===== config.mk =====
export PLATFORM = sky130hd
export DESIGN_NAME = counter_ctrl
export DESIGN_NICKNAME = d
export VERILOG_FILES = /design/src/rtl/counter_ctrl.sv
export SDC_FILE = /design/constraint.sdc
export NUM_CORES = 1
export LEC_CHECK = 0
export CAP_MARGIN = 15
export CORE_MARGIN = 2
export CORE_UTILIZATION = 57
export CTS_BUF_LIST = sky130_fd_sc_hd__clkbuf_2 sky130_fd_sc_hd__clkbuf_4 sky130_fd_sc_hd__clkbuf_8
export CTS_CLUSTER_SIZE = 8
export DETAILED_ROUTE_END_ITERATION = 16
export GPL_ROUTABILITY_DRIVEN = 0
export PLACE_DENSITY = 0.78
export SLEW_MARGIN = 20
export SYNTH_ARGS = -nofsm -noshare
export SYNTH_HDL_FRONTEND = slang
export SYNTH_SLANG_ARGS = --single-unit

===== constraint.sdc =====
create_clock -name clk -period 1.8 [get_ports clk]
set_input_delay 0.36 -clock clk [delete_from_list [all_inputs] [get_ports clk]]
set_output_delay 0.36 -clock clk [all_outputs]
set_load 0.01 [all_outputs]

===== src/rtl/counter_ctrl.sv =====
// Sequencer for the up/down counter: synchronises and debounces the buttons, runs PAUSE/RUN/LOAD, emits a slow count tick.
// All outputs are registered; a button event is acted on 2+DEBOUNCE_CYCLES+1 cycles after its raw edge, with no backpressure.
module counter_ctrl #(
    parameter int CLK_HZ          = 50000000,
    parameter int TICK_HZ         = 1,
    parameter int DEBOUNCE_CYCLES = 1000000,
    parameter int DATA_W          = 4
) (
    input  logic              clk,
    input  logic              rst,
    input  logic              load_btn,
    input  logic              run_btn,
    input  logic              up_down_sw,
    input  logic [DATA_W-1:0] data_sw,
    output logic              cnt_en,
    output logic              cnt_load,
    output logic              cnt_dir,
    output logic [DATA_W-1:0] cnt_data,
    output logic              running
);

    localparam int PERIOD = CLK_HZ / TICK_HZ;
    localparam int PW     = $clog2(PERIOD);
    localparam int DW     = $clog2(DEBOUNCE_CYCLES + 1);
    localparam int SW     = DATA_W + 3;
    localparam logic [PW-1:0] PRESC_TC = PW'(PERIOD - 1);
    localparam logic [DW-1:0] DEB_LAST = DW'(DEBOUNCE_CYCLES - 1);

    typedef enum logic [1:0] {S_PAUSE, S_RUN, S_LOAD} state_t;

    // Bit 0 = load button, bit 1 = run button, bit 2 = direction, upper bits = load data.
    logic [SW-1:0]        sync1_q, sync2_q;
    logic [1:0]           lvl_q, lvl_prev_q;
    logic [1:0][DW-1:0]   deb_q;
    logic                 load_evt, run_evt;

    state_t               state_q, ret_q;
    logic [PW-1:0]        presc_q;
    logic                 cnt_en_q, cnt_load_q, cnt_dir_q, running_q;
    logic [DATA_W-1:0]    cnt_data_q;

    always_ff @(posedge clk or negedge rst) begin
        if (!rst) begin
            sync1_q <= '0;
            sync2_q <= '0;
        end else begin
            sync1_q <= {data_sw, up_down_sw, run_btn, load_btn};
            sync2_q <= sync1_q;
        end
    end

    always_ff @(posedge clk or negedge rst) begin
        if (!rst) begin
            lvl_q      <= '0;
            lvl_prev_q <= '0;
            deb_q      <= '0;
        end else begin
            lvl_prev_q <= lvl_q;
            for (int i = 0; i < 2; i++) begin
                if (sync2_q[i] == lvl_q[i]) begin
                    deb_q[i] <= '0;
                end else if (deb_q[i] == DEB_LAST) begin
                    lvl_q[i] <= sync2_q[i];
                    deb_q[i] <= '0;
                end else begin
                    deb_q[i] <= deb_q[i] + DW'(1);
                end
            end
        end
    end

    assign load_evt = lvl_q[0] & ~lvl_prev_q[0];
    assign run_evt  = lvl_q[1] & ~lvl_prev_q[1];

    always_ff @(posedge clk or negedge rst) begin
        if (!rst) begin
            state_q    <= S_PAUSE;
            ret_q      <= S_PAUSE;
            presc_q    <= '0;
            cnt_en_q   <= 1'b0;
            cnt_load_q <= 1'b0;
            cnt_dir_q  <= 1'b0;
            cnt_data_q <= '0;
            running_q  <= 1'b0;
        end else begin
            cnt_en_q   <= 1'b0;
            cnt_load_q <= 1'b0;
            cnt_dir_q  <= sync2_q[2];
            case (state_q)
                S_LOAD: begin
                    state_q   <= ret_q;
                    presc_q   <= '0;
                    running_q <= (ret_q == S_RUN);
                end
                default: begin
                    // Load wins a tie; the run toggle is folded into the return state.
                    if (load_evt) begin
                        state_q    <= S_LOAD;
                        ret_q      <= run_evt ? ((state_q == S_RUN) ? S_PAUSE : S_RUN) : state_q;
                        cnt_load_q <= 1'b1;
                        cnt_data_q <= sync2_q[SW-1:3];
                        presc_q    <= '0;
                        running_q  <= (state_q == S_RUN);
                    end else if (run_evt) begin
                        state_q   <= (state_q == S_RUN) ? S_PAUSE : S_RUN;
                        presc_q   <= '0;
                        running_q <= (state_q != S_RUN);
                    end else if (state_q == S_RUN) begin
                        if (presc_q == PRESC_TC) begin
                            presc_q  <= '0;
                            cnt_en_q <= 1'b1;
                        end else begin
                            presc_q <= presc_q + PW'(1);
                        end
                    end
                end
            endcase
        end
    end

    assign cnt_en   = cnt_en_q;
    assign cnt_load = cnt_load_q;
    assign cnt_dir  = cnt_dir_q;
    assign cnt_data = cnt_data_q;
    assign running  = running_q;

endmodule


Word level (Yosys, flattened, before mapping)
Cells that the tools add are included.

Output and inout bits: 8. Word-level logic and storage cells: 62. Bits of input ports: 9. Bits in registers: 96.

Add/sub/neg operators: 3. Bitwise logic cells: 7. Mux-type cells: 23. Equal/unequal tests: 9. Reduce and logical (&&, ||, !) cells: 5.

Operator list (number): 2-to-1 mux 26 bit (5); 2-to-1 mux 20 bit (4); adder 20 x 1 -> 20 bit, second input constant (2); equality test 20 bit, second input constant (2); adder 26 x 1 -> 26 bit, second input constant (1); equality test 26 bit, second input constant (1); 2-to-1 mux 1 bit (11); 2-to-1 mux 2 bit (3); AND reduction 2 bit (3); inverter 1 bit (5); equality test 2 x 1 -> 1 bit, second input constant (2); nonzero test 4 bit (1); nonzero test 3 bit (1); AND 1 bit (2); equality test 1 bit (2); equality test 2 bit, second input constant (1); inequality test 2 x 1 -> 1 bit, second input constant (1).

Logic depth before layout (Yosys ltp)
Depth after elaboration: 6. Depth in mapped cells: 8. Mapped depth without buffers: 6.

Least setup slack after synthesis
Ideal clock, no wire load.

Path type: flip-flop to flip-flop. Start: reg presc_q[0]. End: reg presc_q[15]. Setup time: 0.130 ns. Period minus slack after synthesis: 1.913 ns. Cell stages (with the launch flop): 8. Data required time: 1.670 ns. Setup slack: -0.113 ns. Arrival: 1.783 ns. Buffers on the path: 1. Path through: dfrtp_1 ha_1 nand4_1 or3_1 o21a_1 buf_2 nor2_2 nor2_1.

Cells in the longest elaborated chain, start to end: 6. Elaborated cells between the ends (all ways): 7. Classes of those cells: add/sub (1); eq/ne (1); mux (5).

Ends and longest elaborated chain: start: declaration (line 38) `logic [PW-1:0] presc_q;`; start signal: assignment (line 113) `presc_q <= presc_q + PW'(1);`; adder 26 x 1 -> 26 bit or equality test 26 bit (tied branches) (line 113, 109); 2-to-1 mux 26 bit (*) (line 109) `if (presc_q == PRESC_TC) begin`; 2-to-1 mux 26 bit (*) (line 108) `end else if (state_q == S_RUN) begin`; 2-to-1 mux 26 bit (*) (line 104) `end else if (run_evt) begin`; 2-to-1 mux 26 bit (*) (line 97) `if (load_evt) begin`; 2-to-1 mux 26 bit (*) (line 89) `case (state_q)`.

Every way passes the cells marked *; elsewhere a longest branch is shown, timed or not. The select of a mux whose other input is x is not followed. A chain may end at the register's enable or synchronous reset.

Final worst setup path
Start: reg state_q[0]. End: reg presc_q[19].

Cells in the longest elaborated chain, start to end: 2. Elaborated cells between the ends (all ways): 4. Classes of those cells: eq/ne (2); mux (1); reduce/logical (1).

Ends and longest elaborated chain: start: declaration (line 37) `state_t state_q, ret_q;`; start signal: assignment (line 91) `state_q <= ret_q;`; start signal: assignment (line 105) `state_q <= (state_q == S_RUN) ? S_PAUSE : S_RUN;`; equality test 2 x 1 -> 1 bit or equality test 2 bit (tied branches) (line 108, 89); nonzero test 4 bit (no source line) or 2-to-1 mux 26 bit (tied branches).

Parallel ways exist; a longest one is shown, timed or not.

==> out/qor.txt <==
Rows = 32
CTS Buffer Depth = 2
TNS Setup = -0.4189 ns
CTS buffer count = 9
Adder-Cell Fraction of Synth Area = 1.414%
Final setup vio count = 8
1st-iter DRT viols = 218
Post-route cell area = 5583 um^2
Seq/Total Area, Yosys = 54.31%
Yosys top cell area share = 54.31%
Reg clk slew, reported paths = 0.10 ns
Hold Crit Class = reg -> reg
Placed cells = 597
Synth Area in Simple Gates = 26.53%
Final min period = 1.923 ns
Largest net degree at the start of global routing = 34
Setup crit end kind = flip-flop
Clk Latency, worst-skew pair = 0.38 ns
Syn_nets = 455
Cell Pwr Density = 667.2 nW/um^2
Drt total wl = 10.28 mm
Unrepaired setup endpoints after global routing = yes
Post-route non-filler standard cell count = 635
Post-synth EDFFs = 0
Mapped cell area = 4423 um^2
H-tree lvl count = 3
Layout Skew = 0.009930 ns
Mux share of post-synthesis cell area = 0.7355%
Vias/cell = 5.704
Synth Register Bits = 96
Setup slack, reg-to-reg = -0.12 ns
DRC viols = 0
P&R area growth vs syn = 26.22%
Critical path required time = 2.06 ns
Most frequent cells after synthesis = dfrtp_1, nor2_1, nand2_1
Layout cells sized above 1 = 23.08%
Hold slack = 0.3515 ns
Pre-antenna DRT Iters = 4
Vias in the first global route = 3613
Die width = 92.09 um
Initial Util = 58.14%
Global-route wire length before repair = 16.76 mm
Ys flop type = dfrtp_1
DR WL/cell = 16.20 um
Yosys cell types = 51
CTS tree = yes
Outcome = complete, but fails checks
Number of I/O pins = 17
Post-DP HPWL = 6.799 mm
Die span in y = 92.09 um
Critical Path Fanout Max = 4
Die area = 8481 um^2
Post-synthesis compound-gate area fraction = 6.252%
Worst-margin pin slew = 0.4570 ns
Total power = 0.003725 W
Core area = 7607 um^2
ANT nets after route = 0
Violated checks = setup timing
Cell Area, Placed = 5061 um^2
Warnings, synthesis = 0
Antenna Cells = 0
CTS sink count = 96
Initial antenna violation count = 0
Final nets = 542
Yosys top cell by area = dfrtp_1
XOR/XNOR Fraction of Synth Area = 8.713%
Largest family of logic cells by synthesized area = simple AND/OR/NAND/NOR gates
Fmax = 0.5199 GHz
CP arrival = 2.18 ns
Relative slew slack = 69.54%
Final Hold Viols = 0
GRT overflow = 0
Vias = 3622
Syn Area/Cell = 10.03 um^2
Leak = 2.430 nW
Most common cell in the netlist = dfrtp_1
Slew Viols, Final = 0
WS Path Type = reg -> reg
Post-Synthesis Cells = 441
Ys async rst share = 100.0%
Startpoint Class = flip-flop
Max-Cap Viols = 0
Final period utilization = 106.9%
Final worst slack = -0.1234 ns
Total Routing Usage GR = 25.18%
Synth top area cells = dfrtp_1, nor2_1, xnor2_1
IO buf count = 16
Max VDD drop = 0.6202 mV
Clock root buffer = clkbuf_8
[kinds of logic after synthesis]
| group | after synthesis |
|---|---|
| AND/OR/NAND/NOR | 227 |
| flip-flops | 96 |
| AO/OA/AOI/OAI | 45 |
| XOR/XNOR | 44 |
| buffers and inverters | 21 |
| adder cells (fa/ha/maj) | 5 |
| multiplexers | 3 |
[layer usage]
layer	GRT usage [%]	up-vias	part of all wire [%]
met5	0	-	0
met4	10.07	0	2.5
li1	-	1708	-
met3	5.341	25	4.1
met2	42.03	103	50
met1	32.23	1786	43
[stage by stage]
stage / utilization, % / setup WS, ns
after floorplan: - / -0.06046
after global placement: 66.53 / -0.03644
after detailed placement: 66.53 / -0.1520
after CTS: 70.08 / -0.1295
after global routing: 73.39 / -0.1623
final: 73.39 / -0.1234
[final cells by class]
cell class | instances | area [um^2]
clock buffers | 10 | 137.6
clock inverters | 6 | 55.05
fillers | 516 | 2024
inverters | 10 | 37.54
multi-input cells | 325 | 2093
flip-flops and latches | 96 | 2406
well taps | 102 | 127.6
repair buffers | 86 | 725.7
[registers in the layout, summed over array words and instances, names as in the netlist]
register and count:
deb_q 40, presc_q 26, sync1_q 7, sync2_q 7, cnt_data 4, lvl_prev_q 2
lvl_q 2, ret_q 2, state_q 2, cnt_dir 1, cnt_en 1, cnt_load 1
running 1
[worst paths after layout]
path / startpoint / endpoint / depth (start not counted)
worst max register to register: state_q[0] / presc_q[19] / 7
worst min-delay path: sync1_q[6] / sync2_q[6] / 0
min in group asynchronous: rst / presc_q[13] / 2
worst min register to register: sync1_q[6] / sync2_q[6] / 0
worst max-delay path: state_q[0] / presc_q[19] / 7
max in group asynchronous: rst / sync2_q[0] / 3
[power by group]
group	internal, W	leakage (nW)	switching (W)
Combinational	0.0000492	1.03	0.0000790
Sequential	0.00218	1.30	0.0000132
Clock	0.000573	0.100	0.000828
Total	0.00280	2.43	0.000920
[critical path, cell delays in order, from the launching register on]
cell	delay, ns
dfrtp_1	0.39
inv_2	0.09
ha_4	0.21
and3_4	0.15
or4_4	0.53
buf_4	0.17
o21ai_1	0.18
a21oi_1	0.10
[what timing repair did]
| action | 4_1_cts | 5_1_grt |
|---|---|---|
| gates cloned | 0 | 1 |
| endpoints found under the setup margin | 20 | 64 |
| resized for setup | 8 | 29 |
| hold endpoints to repair | 29 | 0 |
| setup buffers | 4 | 16 |
| pin swaps | 2 | 13 |
| hold buffers | 1 | 0 |
[layout by cell type, fill, tap and decap left out, types with 6 or more instances in the layout]
cell type / n
buf_4: 64
a21oi_1: 9
and4_1: 6
xor2_1: 20
nand3_1: 23
nor3_1: 8
nor2_1: 62
dfrtp_1: 93
nand4_1: 18
xnor2_1: 24
clkdlybuf4s50_1: 15
inv_1: 9
o21ai_0: 13
clkbuf_8: 10
nand2_1: 52
nand2b_1: 6
No activity file was read; power rests on OpenSTA's default activity.
